## config.mk

```make
export PLATFORM = sky130hd
export DESIGN_NAME = pong_sound_engine
export DESIGN_NICKNAME = d
export VERILOG_FILES = /design/src/rtl/pong_sound_engine.sv
export SDC_FILE = /design/constraint.sdc
export NUM_CORES = 1
export LEC_CHECK = 0
export CORE_ASPECT_RATIO = 2
export CORE_MARGIN = 8
export CORE_UTILIZATION = 45
export CTS_CLUSTER_SIZE = 28
export DETAILED_ROUTE_END_ITERATION = 10
export PLACE_DENSITY_LB_ADDON = 0.25
export SKIP_CTS_REPAIR_TIMING = 1
export SLEW_MARGIN = 15
export SYNTH_ARGS = -nofsm -noshare
export SYNTH_HDL_FRONTEND = slang
export SYNTH_SLANG_ARGS = --single-unit
```

## constraint.sdc

```tcl
create_clock -name i_clk -period 13.7 [get_ports i_clk]
set_input_delay 2.74 -clock i_clk [delete_from_list [all_inputs] [get_ports i_clk]]
set_output_delay 2.74 -clock i_clk [all_outputs]
set_load 0.02 [all_outputs]
```

## src/rtl/pong_sound_engine.sv

```systemverilog
// -----------------------------------------------------------------------------
// pong_sound_engine
//   Multi-channel sound-effect generator for the Pong top level. Each channel
//   is started by a one-cycle game event and plays a 50% duty square wave of a
//   programmable half-period for a programmable number of milliseconds. A
//   fixed-priority mixer (channel 0 highest) drives the single speaker pin.
//
// Ports
//   i_clk          system clock, rising edge
//   i_rst          asynchronous active-high reset
//   i_trigger      [NUM_CHANNELS]            load/start channel i
//   i_half_period  [NUM_CHANNELS*HPW]        channel i at [i*HPW +: HPW], cycles
//   i_duration     [NUM_CHANNELS*DW]         channel i at [i*DW +: DW], ms
//   i_mute         forces the speaker low, channels keep running
//   o_busy         [NUM_CHANNELS] registered channel-active vector
//   o_speaker      registered square-wave output
// -----------------------------------------------------------------------------
module pong_sound_engine #(
    parameter int NUM_CHANNELS      = 4,
    parameter int CLOCK_FREQ_HZ     = 100000000,
    parameter int HALF_PERIOD_WIDTH = 18,
    parameter int DURATION_WIDTH    = 10
) (
    input  logic                                      i_clk,
    input  logic                                      i_rst,
    input  logic [NUM_CHANNELS-1:0]                   i_trigger,
    input  logic [NUM_CHANNELS*HALF_PERIOD_WIDTH-1:0] i_half_period,
    input  logic [NUM_CHANNELS*DURATION_WIDTH-1:0]    i_duration,
    input  logic                                      i_mute,
    output logic [NUM_CHANNELS-1:0]                   o_busy,
    output logic                                      o_speaker
);

    localparam int HPW   = HALF_PERIOD_WIDTH;
    localparam int DW    = DURATION_WIDTH;
    localparam int TICKS = CLOCK_FREQ_HZ / 1000;
    localparam int PW    = (TICKS > 1) ? $clog2(TICKS) : 1;

    // ------------------------------------------------------------------
    // Millisecond prescaler: free-running, shared, never restarted.
    // ------------------------------------------------------------------
    logic [PW-1:0] r_pre;
    logic          w_ms_tick;

    assign w_ms_tick = (r_pre == PW'(TICKS - 1));

    always_ff @(posedge i_clk or posedge i_rst) begin
        if (i_rst) begin
            r_pre <= '0;
        end else if (w_ms_tick) begin
            r_pre <= '0;
        end else begin
            r_pre <= r_pre + 1'b1;
        end
    end

    // ------------------------------------------------------------------
    // Tone channels
    // ------------------------------------------------------------------
    logic [NUM_CHANNELS-1:0] w_active;
    logic [NUM_CHANNELS-1:0] w_wave;

    for (genvar g = 0; g < NUM_CHANNELS; g++) begin : g_ch
        logic [HPW-1:0] r_hp;
        logic [DW-1:0]  r_dur;
        logic [HPW-1:0] r_phase;
        logic           r_wave;
        logic           r_active;
        logic [HPW-1:0] w_hp_in;
        logic [DW-1:0]  w_dur_in;

        assign w_hp_in  = i_half_period[g*HPW +: HPW];
        assign w_dur_in = i_duration[g*DW +: DW];

        always_ff @(posedge i_clk or posedge i_rst) begin
            if (i_rst) begin
                r_hp     <= '0;
                r_dur    <= '0;
                r_phase  <= '0;
                r_wave   <= 1'b0;
                r_active <= 1'b0;
            end else if (i_trigger[g]) begin
                // A trigger always wins; a zero field turns it into a stop.
                r_hp    <= w_hp_in;
                r_dur   <= w_dur_in;
                r_phase <= '0;
                if (w_hp_in != '0 && w_dur_in != '0) begin
                    r_active <= 1'b1;
                    r_wave   <= 1'b1;
                end else begin
                    r_active <= 1'b0;
                    r_wave   <= 1'b0;
                end
            end else if (r_active) begin
                if (w_ms_tick && r_dur == DW'(1)) begin
                    r_active <= 1'b0;
                    r_wave   <= 1'b0;
                    r_phase  <= '0;
                    r_dur    <= '0;
                end else begin
                    if (w_ms_tick) begin
                        r_dur <= r_dur - 1'b1;
                    end
                    if (r_phase == r_hp - HPW'(1)) begin
                        r_phase <= '0;
                        r_wave  <= ~r_wave;
                    end else begin
                        r_phase <= r_phase + 1'b1;
                    end
                end
            end
        end

        assign w_active[g] = r_active;
        assign w_wave[g]   = r_wave;
    end

    // ------------------------------------------------------------------
    // Fixed-priority mixer. Scanning from the top down leaves the lowest
    // active index as the winner; idle channels hold wave=0, so no active
    // channel yields silence.
    // ------------------------------------------------------------------
    logic w_sel_wave;

    always_comb begin
        w_sel_wave = 1'b0;
        for (int i = NUM_CHANNELS - 1; i >= 0; i--) begin
            if (w_active[i]) begin
                w_sel_wave = w_wave[i];
            end
        end
    end

    always_ff @(posedge i_clk or posedge i_rst) begin
        if (i_rst) begin
            o_speaker <= 1'b0;
            o_busy    <= '0;
        end else begin
            o_speaker <= i_mute ? 1'b0 : w_sel_wave;
            o_busy    <= w_active;
        end
    end

endmodule

```

==> results of run 1 <==
[report_power, final]
group	switching, mW	total [mW]	leakage, nW	internal [mW]
clock network	0.251	0.613	0.357	0.362
logic	0.125	0.246	2.81	0.120
registers	0.0639	0.742	2.69	0.678
[stage by stage]
step	util (%)	setup slack [ns]	instances
4_1_cts	53.23	8.953	1840
3_3_place_gp	50.64	8.444	1801
5_1_grt	53.27	8.741	1840
3_5_place_dp	50.64	8.398	1801
6_report	53.27	8.884	1840
2_1_floorplan	-	5.109	1382
[worst paths after layout]
| kind | start | endpoint | slack, ns | cells past startpoint |
|---|---|---|---|---|
| min in group asynchronous | i_rst | g_ch[0].r_dur[0] | 2.84 | 2 |
| max in group asynchronous | i_rst | g_ch[1].r_hp[8] | 9.30 | 3 |
| min reg2reg | r_pre[0] | r_pre[0] | 0.48 | 1 |
| max reg2reg | g_ch[3].r_hp[0] | g_ch[3].r_wave | 9.72 | 9 |
| max | i_trigger[3] | g_ch[3].r_wave | 8.88 | 6 |
| min | r_pre[0] | r_pre[0] | 0.48 | 1 |
[state kept, by name (all words and copies together), names as in the netlist]
name and flops:
g_ch.r_hp 72, g_ch.r_phase 72, g_ch.r_dur 40, r_pre 17
g_ch.r_active 4, g_ch.r_wave 4, o_busy 4, o_speaker 1
[cells by family after synthesis]
logic type,Yosys count,share of synthesized area (%)
XOR/XNOR,143,9.862
AND/OR/NAND/NOR,560,23.00
AO/OA/AOI/OAI,265,13.43
multiplexers,74,6.473
flip-flops,214,42.17
adder cells (fa/ha/maj),17,1.675
buffers and inverters,109,3.399
[placed cells by master, fill, tap and decap left out, drive strengths merged, types with 10 or more instances in the layout]
master / n
nor2: 135
xnor2: 78
nand2: 107
clkdlybuf4s50: 123
a22oi: 23
dfrtp: 214
and3: 16
nand4: 29
nor3: 49
o21ai: 91
inv: 43
xor2: 65
clkbuf: 33
nand3: 63
a31oi: 12
or3: 11
nor4: 48
a21oi: 54
nor2b: 12
or4: 22
mux2: 65
ha: 17
a211oi: 10
[routing by layer]
| layer | track usage [%] | vias up | part of all wire, % |
|---|---|---|---|
| li1 | - | 5197 | - |
| met3 | 2.573 | 43 | 5.4 |
| met4 | 5.453 | 0 | 2.1 |
| met1 | 24.53 | 5292 | 45 |
| met5 | 0 | - | 0 |
| met2 | 30.60 | 293 | 48 |
[layout make-up]
class                           instances  area (um2)
Multi-Input combinational cell       1059        6933
Sequential cell                       214        5355
Inverter                               43       168.9
Timing Repair Buffer                  129        1276
Clock buffer                           33       643.1
Tap cell                              356       445.4
Fill cell                            2484       13070
Clock inverter                          6       80.08
==> run_results.csv, run 1 <==
group,metric,value,unit
run_status,status,"finished clean",
power,power,1.601,mW
placement,placed_area,14170,um2
placement,gp_congestion,0.8577,
synth,synth-edff-count,0,
min_path,holdCritPathClass,"reg -> reg",
drt,via_per_inst,5.883,
timing,hold_violations,0,
synth,synth_most_common_cell,"dfrtp_1",
cts,clk_latency,0.51,ns
floorplanning,initial_utilization,45.40,%
power,powerDensity,107.4,nW/um2
floorplanning,die_width,134.8,um
timing,skew,0.007810,ns
cells_and_area,syn_to_final_growth,17.34,%
global_route,grt_overflow,0,
synth,synth_area_leader_cell,"dfrtp_1",
placement,dp_hpwl,23.31,mm
global_route,grt.total_usage,18.50,%
drt,wl_per_cell,17.27,um
setup_path,worst_setup_path_end_kind,"flip-flop",
synth,async_flop_share,100.0,%
floorplanning,row_count,87,
cts,clk_path_buf_depth,3,
cts,numCtsBuffers,22,
floorplanning,die_area,34180,um2
timing,tightestPinTransition,1.048,ns
synth,syn-cell-area,12700,um2
synth,synth-seq-cells,214,
timing,slew_violations,0,
timing,min_period,4.816,ns
setup_path,path_class,"in -> reg",
synth,synth_top_area_share,42.17,%
synth,yosys_warnings,0,
floorplanning,coreArea,27980,um2
timing,rsz0062_at_grt,"false",
synth,syn_inst,1382,
setup_path,cp-start-kind,"primary input",
power,ir_worst_vdd,0.07392,mV
setup_path,cp_slowest_stage_delay,0.75,ns
setup_path,crit_slowest_cell,"a41oi_1",
global_route,grt_pass1_vias,10600,
cells_and_area,stdcell_area,14900,um2
setup_path,cpLargestDelayFamily,"compound AO/OA/AOI/OAI gates",
timing,fmax,207.6,MHz
timing,slew-limit-headroom,29.84,%
global_route,antenna_found_initial,0,
power,leakagePower,5.854,nW
setup_path,path_max_fanout,36,
drt,drcViolationCount,0,
floorplanning,io_pins,124,
cells_and_area,n_antenna_cell,0,
drt,first_pass_iters,5,
synth,ys_seq_area_share,42.17,%
synth,ys_top_cells_by_area,"dfrtp_1, mux2_2, xnor2_1",
cells_and_area,drive_above_1_share,9.232,%
flow_run,max_cap_viol_count,0,
setup_path,worstPathArrival,5.22,ns
drt,antenna_left,0,
timing,fin_tns_setup,0,ns
cts,cts_sinks,214,
global_route,grt_start_max_net_pins,137,
timing,whs,0.4829,ns
placement,port-buffer-count,123,
cts,path_clk_slew,0.06,ns
floorplanning,chipHeight,253.6,um
synth,syn_nets,1518,
cts,cts_max_level,1,
setup_path,critical_path_required,14.10,ns
setup_path,worstPathCellList,"clkdlybuf4s50_1 -> buf_4 -> a31o_2 -> a41oi_1 -> nor2_1 -> o22a_1",
drt,via_count,10830,
timing,min_period_over_period,35.15,%
cts,cts_root_buf,"clkbuf_16",
global_route,grt_pass1_wl,53.25,mm
cells_and_area,nets,1605,
drt,first_iter_violations,632,
synth,ys_types,76,
synth,synth_area_per_cell,9.189,um2
synth,synth_commonest_cells,"dfrtp_1, nor2_1, nand2_1, o21ai_0, xnor2_1",
cts,cts_tree,"yes",
timing,finalSetupViolCount,0,
setup_path,cp_num_buf_inv,2,
synth,synthFlopType,"dfrtp_1",
drt,drt_wl_total,31.77,mm
Note: power is estimated with default switching activity, not from simulation.
==> inputs of run 2 (changes only) <==
- clock period: 13.7 -> 4.9 ns (I/O delays scaled with it)
==> run 2 against run 1 <==
  * Die area did not move
  * Clock skew rose by 0.0024 ns
  * First-iteration DRC count rose by 17%
  * Design area rose by 0.13%
  * Sequential cell count did not move
  * Largest cell class unchanged
  * Count of clock-buffer cells in the layout fell by 1
  * Final cell count rose by 0.22%
  * Hold slack improved by 0.0018 ns
  * Critical path type is now reg -> reg
  * Utilization rose by 0.072 points
==> run_results.csv, run 2 (synthesized netlist as in run 1, its figures left out) <==
group,metric,value,unit
timing,slew_violations,0,
timing,min_period_over_period,78.71,%
setup_path,path_class,"reg -> reg",
drt,drt_wl_total,31.60,mm
setup_path,cp-start-kind,"flip-flop",
power,leakagePower,5.849,nW
timing,hold_violations,0,
cells_and_area,n_antenna_cell,0,
setup_path,reg2reg_to,"g_ch[3].r_wave",
drt,via_count,10770,
global_route,antenna_found_initial,0,
cells_and_area,final_cell_mix,"dfrtp_1, nor2_1, clkdlybuf4s50_1, nand2_1, o21ai_0",
timing,min_period,3.857,ns
min_path,holdCritStartpoint,"r_pre[0]",
floorplanning,initial_utilization,45.40,%
min_path,holdCritPathClass,"reg -> reg",
power,powerDensity,297.6,nW/um2
timing,slew-limit-headroom,35.24,%
floorplanning,coreArea,27980,um2
drt,first_iter_violations,742,
cts,cts_sinks,214,
timing,finalSetupViolCount,0,
setup_path,worst_setup_path_end_kind,"flip-flop",
setup_path,worstPathCellList,"nor4_1 -> nand4_1 -> nor3b_1 -> o31ai_1 -> a2111oi_1 -> a41oi_1 -> nor2_1 -> o22a_1",
timing,skew,0.01021,ns
floorplanning,die_width,134.8,um
setup_path,worstPathArrival,4.32,ns
setup_path,critical_path_required,5.36,ns
min_path,holdPathStages,1,
drt,antenna_left,0,
global_route,grt_pass1_vias,10480,
cells_and_area,syn_to_final_growth,17.50,%
timing,whs,0.4847,ns
placement,dp_hpwl,23.41,mm
placement,gp_congestion,0.9115,
setup_path,cpLargestDelayFamily,"simple AND/OR/NAND/NOR gates",
setup_path,path_max_fanout,12,
setup_path,crit_slowest_cell,"nor4_1",
global_route,grt_overflow,0,
placement,port-buffer-count,123,
drt,via_per_inst,5.838,
setup_path,rr_worst_depth,8,
setup_path,r2r_start,"g_ch[3].r_hp[7]",
floorplanning,io_pins,124,
drt,wl_per_cell,17.14,um
run_status,status,"finished clean",
cts,cts_tree,"yes",
drt,first_pass_iters,5,
cts,clk_latency,0.52,ns
timing,tightestPinTransition,0.9588,ns
timing,fmax,259.3,MHz
cells_and_area,top_regs,"g_ch.r_hp (72), g_ch.r_phase (72), g_ch.r_dur (40)",
cts,path_clk_slew,0.06,ns
floorplanning,row_count,87,
flow_run,max_cap_viol_count,0,
setup_path,r2r_slack,1.04,ns
floorplanning,chipHeight,253.6,um
timing,fin_tns_setup,0,ns
drt,drcViolationCount,0,
cells_and_area,fill_cells,2494,
power,ir_worst_vdd,0.2431,mV
floorplanning,die_area,34180,um2
cts,clk_path_buf_depth,3,
global_route,grt_pass1_wl,52.83,mm
global_route,grt.total_usage,18.41,%
timing,rsz0062_at_grt,"false",
min_path,hold_end,"r_pre[0]",
global_route,grt_start_max_net_pins,112,
setup_path,cp_slowest_stage_delay,0.77,ns
setup_path,cp_num_buf_inv,0,
cells_and_area,nets,1608,
cts,cts_root_buf,"clkbuf_16",
cts,numCtsBuffers,22,
cells_and_area,final_common_cell,"dfrtp_1",
cts,cts_max_level,1,
cells_and_area,drive_above_1_share,9.476,%
==> run 2: how the worst max path moves through the flow <==
stage                    startpoint  slack [ns]                   to  cells after the start
global placement    g_ch[3].r_hp[7]        1.22       g_ch[3].r_wave                      8
finish              g_ch[3].r_hp[7]        1.04       g_ch[3].r_wave                      8
floorplan                     i_rst        1.14     g_ch[0].r_active                      1
global route        g_ch[3].r_hp[0]        0.70  g_ch[3].r_phase[14]                      9
detailed placement  g_ch[3].r_hp[0]        1.13       g_ch[3].r_wave                      9
CTS                 g_ch[3].r_hp[0]        1.10       g_ch[3].r_wave                      9
==> run 2: metal layers <==
layer  routed length (um)  up-vias  GRT usage [%]
li1                     -     5187              -
met1                14200     5223          24.91
met2                15060      310          29.73
met3                 1694       45          2.811
met4                  643        0          5.324
met5                    0        -              0
==> run 2: layout make-up <==
| class | count | area, um2 | share of cell area, % |
|---|---|---|---|
| Clock buffer | 32 | 629.4 | 4.218 |
| Clock inverter | 8 | 82.58 | 0.5534 |
| Inverter | 43 | 165.2 | 1.107 |
| Multi-Input combinational cell | 1059 | 6933 | 46.46 |
| Sequential cell | 214 | 5355 | 35.89 |
| Tap cell | 356 | 445.4 | 2.985 |
| Timing Repair Buffer | 132 | 1311 | 8.788 |
==> run 2: through the flow <==
stage / util (%) / cell area (um2) / power (mW) / setup WS [ns] / cells
after floorplan: - / 12700 / 2.528 / 1.136 / 1382
after global placement: 50.75 / 14200 / 2.763 / 1.224 / 1804
after detailed placement: 50.75 / 14200 / 2.790 / 1.126 / 1804
after CTS: 53.30 / 14910 / 4.496 / 1.103 / 1844
after global routing: 53.34 / 14920 / 4.671 / 0.7010 / 1844
final: 53.34 / 14920 / 4.441 / 1.043 / 1844
==> run 2: where the power goes <==
group,internal (mW),switching [mW]
logic,0.339,0.349
registers,1.90,0.178
clock network,0.954,0.725
total,3.19,1.25
==> inputs of run 3 (changes only) <==
- clock period: 4.9 -> 3.3 ns (I/O delays scaled with it)
==> run 3 against run 2 <==
  * Non-clock buffer count rose by 23
  * Clock skew up 0.00064 ns
  * Sequential share of layout area shrank 0.73 points
  * Register-to-register slack lost 0.85 ns
  * Global-route usage increased by 0.88 points
  * Sequential cell count unchanged
  * Total power is 55% higher
  * Maximum frequency is 24% higher
  * Hold slack worse by 0.0035 ns
==> run_results.csv, run 3 (synthesized netlist as in run 1, its figures left out) <==
group,metric,value,unit
floorplanning,die_area,34180,um2
global_route,grt_pass1_vias,11180,
power,powerDensity,453.2,nW/um2
timing,fmax,322.0,MHz
cells_and_area,nets,1631,
min_path,holdCritPathClass,"reg -> reg",
timing,slew_violations,0,
floorplanning,row_count,87,
flow_run,max_cap_viol_count,0,
placement,port-buffer-count,123,
timing,tightestPinTransition,0.8921,ns
cts,cts_sinks,214,
cells_and_area,fill_cells,2478,
floorplanning,chipHeight,253.6,um
global_route,grt_start_max_net_pins,97,
cells_and_area,stdcell_area,15230,um2
drt,wl_per_cell,17.59,um
timing,hold_violations,0,
drt,drcViolationCount,0,
cells_and_area,syn_to_final_growth,19.95,%
setup_path,path_class,"reg -> reg",
cts,clk_path_buf_depth,3,
timing,fin_tns_setup,0,ns
global_route,grt_pass1_wl,55.43,mm
setup_path,critical_path_required,3.76,ns
power,ir_worst_vdd,0.3479,mV
cts,cts_max_level,1,
drt,antenna_left,0,
placement,dp_hpwl,24.23,mm
global_route,antenna_found_initial,0,
cells_and_area,final_common_cell,"dfrtp_1",
global_route,grt.total_usage,19.29,%
drt,first_iter_violations,682,
setup_path,path_max_fanout,15,
cells_and_area,final_cells,1867,
run_status,status,"finished clean",
setup_path,cpLargestDelayFamily,"simple AND/OR/NAND/NOR gates",
timing,rsz0062_at_grt,"false",
placement,place_inst,1825,
timing,slew-limit-headroom,39.98,%
cells_and_area,top_regs,"g_ch.r_hp (72), g_ch.r_phase (72), g_ch.r_dur (40)",
timing,min_period_over_period,94.11,%
cells_and_area,final_cell_mix,"dfrtp_1, nor2_1, clkdlybuf4s50_1, nand2_1, o21ai_0",
timing,skew,0.01085,ns
setup_path,worstPathCellList,"inv_1 -> ha_1 -> or3b_2 -> or4_4 -> or3b_1 -> a211oi_2 -> a2bb2oi_2 -> a31oi_4 -> nor2_4 -> buf_12 -> o22a_2",
drt,first_pass_iters,4,
timing,finalSetupViolCount,0,
power,leakagePower,6.028,nW
drt,via_per_inst,5.836,
setup_path,cp_slowest_stage_delay,0.47,ns
cells_and_area,drive_above_1_share,11.25,%
floorplanning,io_pins,124,
setup_path,crit_slowest_cell,"or3b_2",
placement,gp_congestion,0.9121,
setup_path,r2r_slack,0.19,ns
setup_path,cp-start-kind,"flip-flop",
cts,cts_root_buf,"clkbuf_16",
global_route,grt_overflow,0,
setup_path,cp_num_buf_inv,2,
drt,via_count,10900,
setup_path,worst_setup_path_end_kind,"flip-flop",
floorplanning,die_width,134.8,um
drt,drt_wl_total,32.85,mm
cts,cts_tree,"yes",
cts,clk_latency,0.52,ns
placement,placed_area,14380,um2
floorplanning,initial_utilization,45.40,%
timing,min_period,3.106,ns
cts,path_clk_slew,0.06,ns
floorplanning,coreArea,27980,um2
cells_and_area,n_antenna_cell,0,
cts,numCtsBuffers,22,
setup_path,worstPathArrival,3.56,ns
[run 3: cell count changes in the layout (fill, tap and decap cells not counted), moves of 2 or more]
cell | before | now
clkbuf_1 | 7 | 3
buf_4 | 8 | 27
bufinv_16 | 1 | 4
clkbuf_8 | 2 | 4
buf_12 | 1 | 4
[run 3: cell type report]
type                       instances  area, um2  share of cell area [%]
multi-input combinational       1059       6945                   45.59
sequential                       214       5355                   35.15
timing repair buffer             155       1521                   9.988
clock buffer                      30      641.9                   4.214
tap                              356      445.4                   2.924
inverter                          43      165.2                   1.084
clock inverter                    10      158.9                   1.043
[run 3: worst paths after layout]
path,from,cells past startpoint,to
worst max-delay path,g_ch[0].r_hp[0],11,g_ch[0].r_wave
worst min-delay path,r_pre[0],1,r_pre[0]
worst max register to register,g_ch[0].r_hp[0],11,g_ch[0].r_wave
worst min register to register,r_pre[0],1,r_pre[0]
max in group asynchronous,i_rst,3,g_ch[0].r_hp[8]
min in group asynchronous,i_rst,3,r_pre[14]
[run 3: metrics by stage]
stage / setup slack, ns / util (%) / hold slack, ns / power, mW
final: 0.1944 / 54.45 / 0.4812 / 6.904
after global routing: 0.01344 / 54.45 / 0.5149 / 7.243
after global placement: 0.1943 / 51.41 / 0.4695 / 4.130
after CTS: 0.1070 / 54.27 / 0.4874 / 6.972
after floorplan: -0.1442 / - / 0.4252 / 3.754
after detailed placement: 0.1146 / 51.41 / 0.4786 / 4.176
[run 3: power breakdown]
group | switching (mW) | internal, mW
Sequential | 0.257 | 2.82
Combinational | 0.543 | 0.531
Clock | 1.08 | 1.68
[run 3: routing by layer]
layer	GRT usage, %	wire, um	vias up
met5	0	0	-
met4	5.712	630	0
met3	3.127	1680	41
met2	32.03	15800	270
met1	25.19	14740	5349
li1	-	-	5235
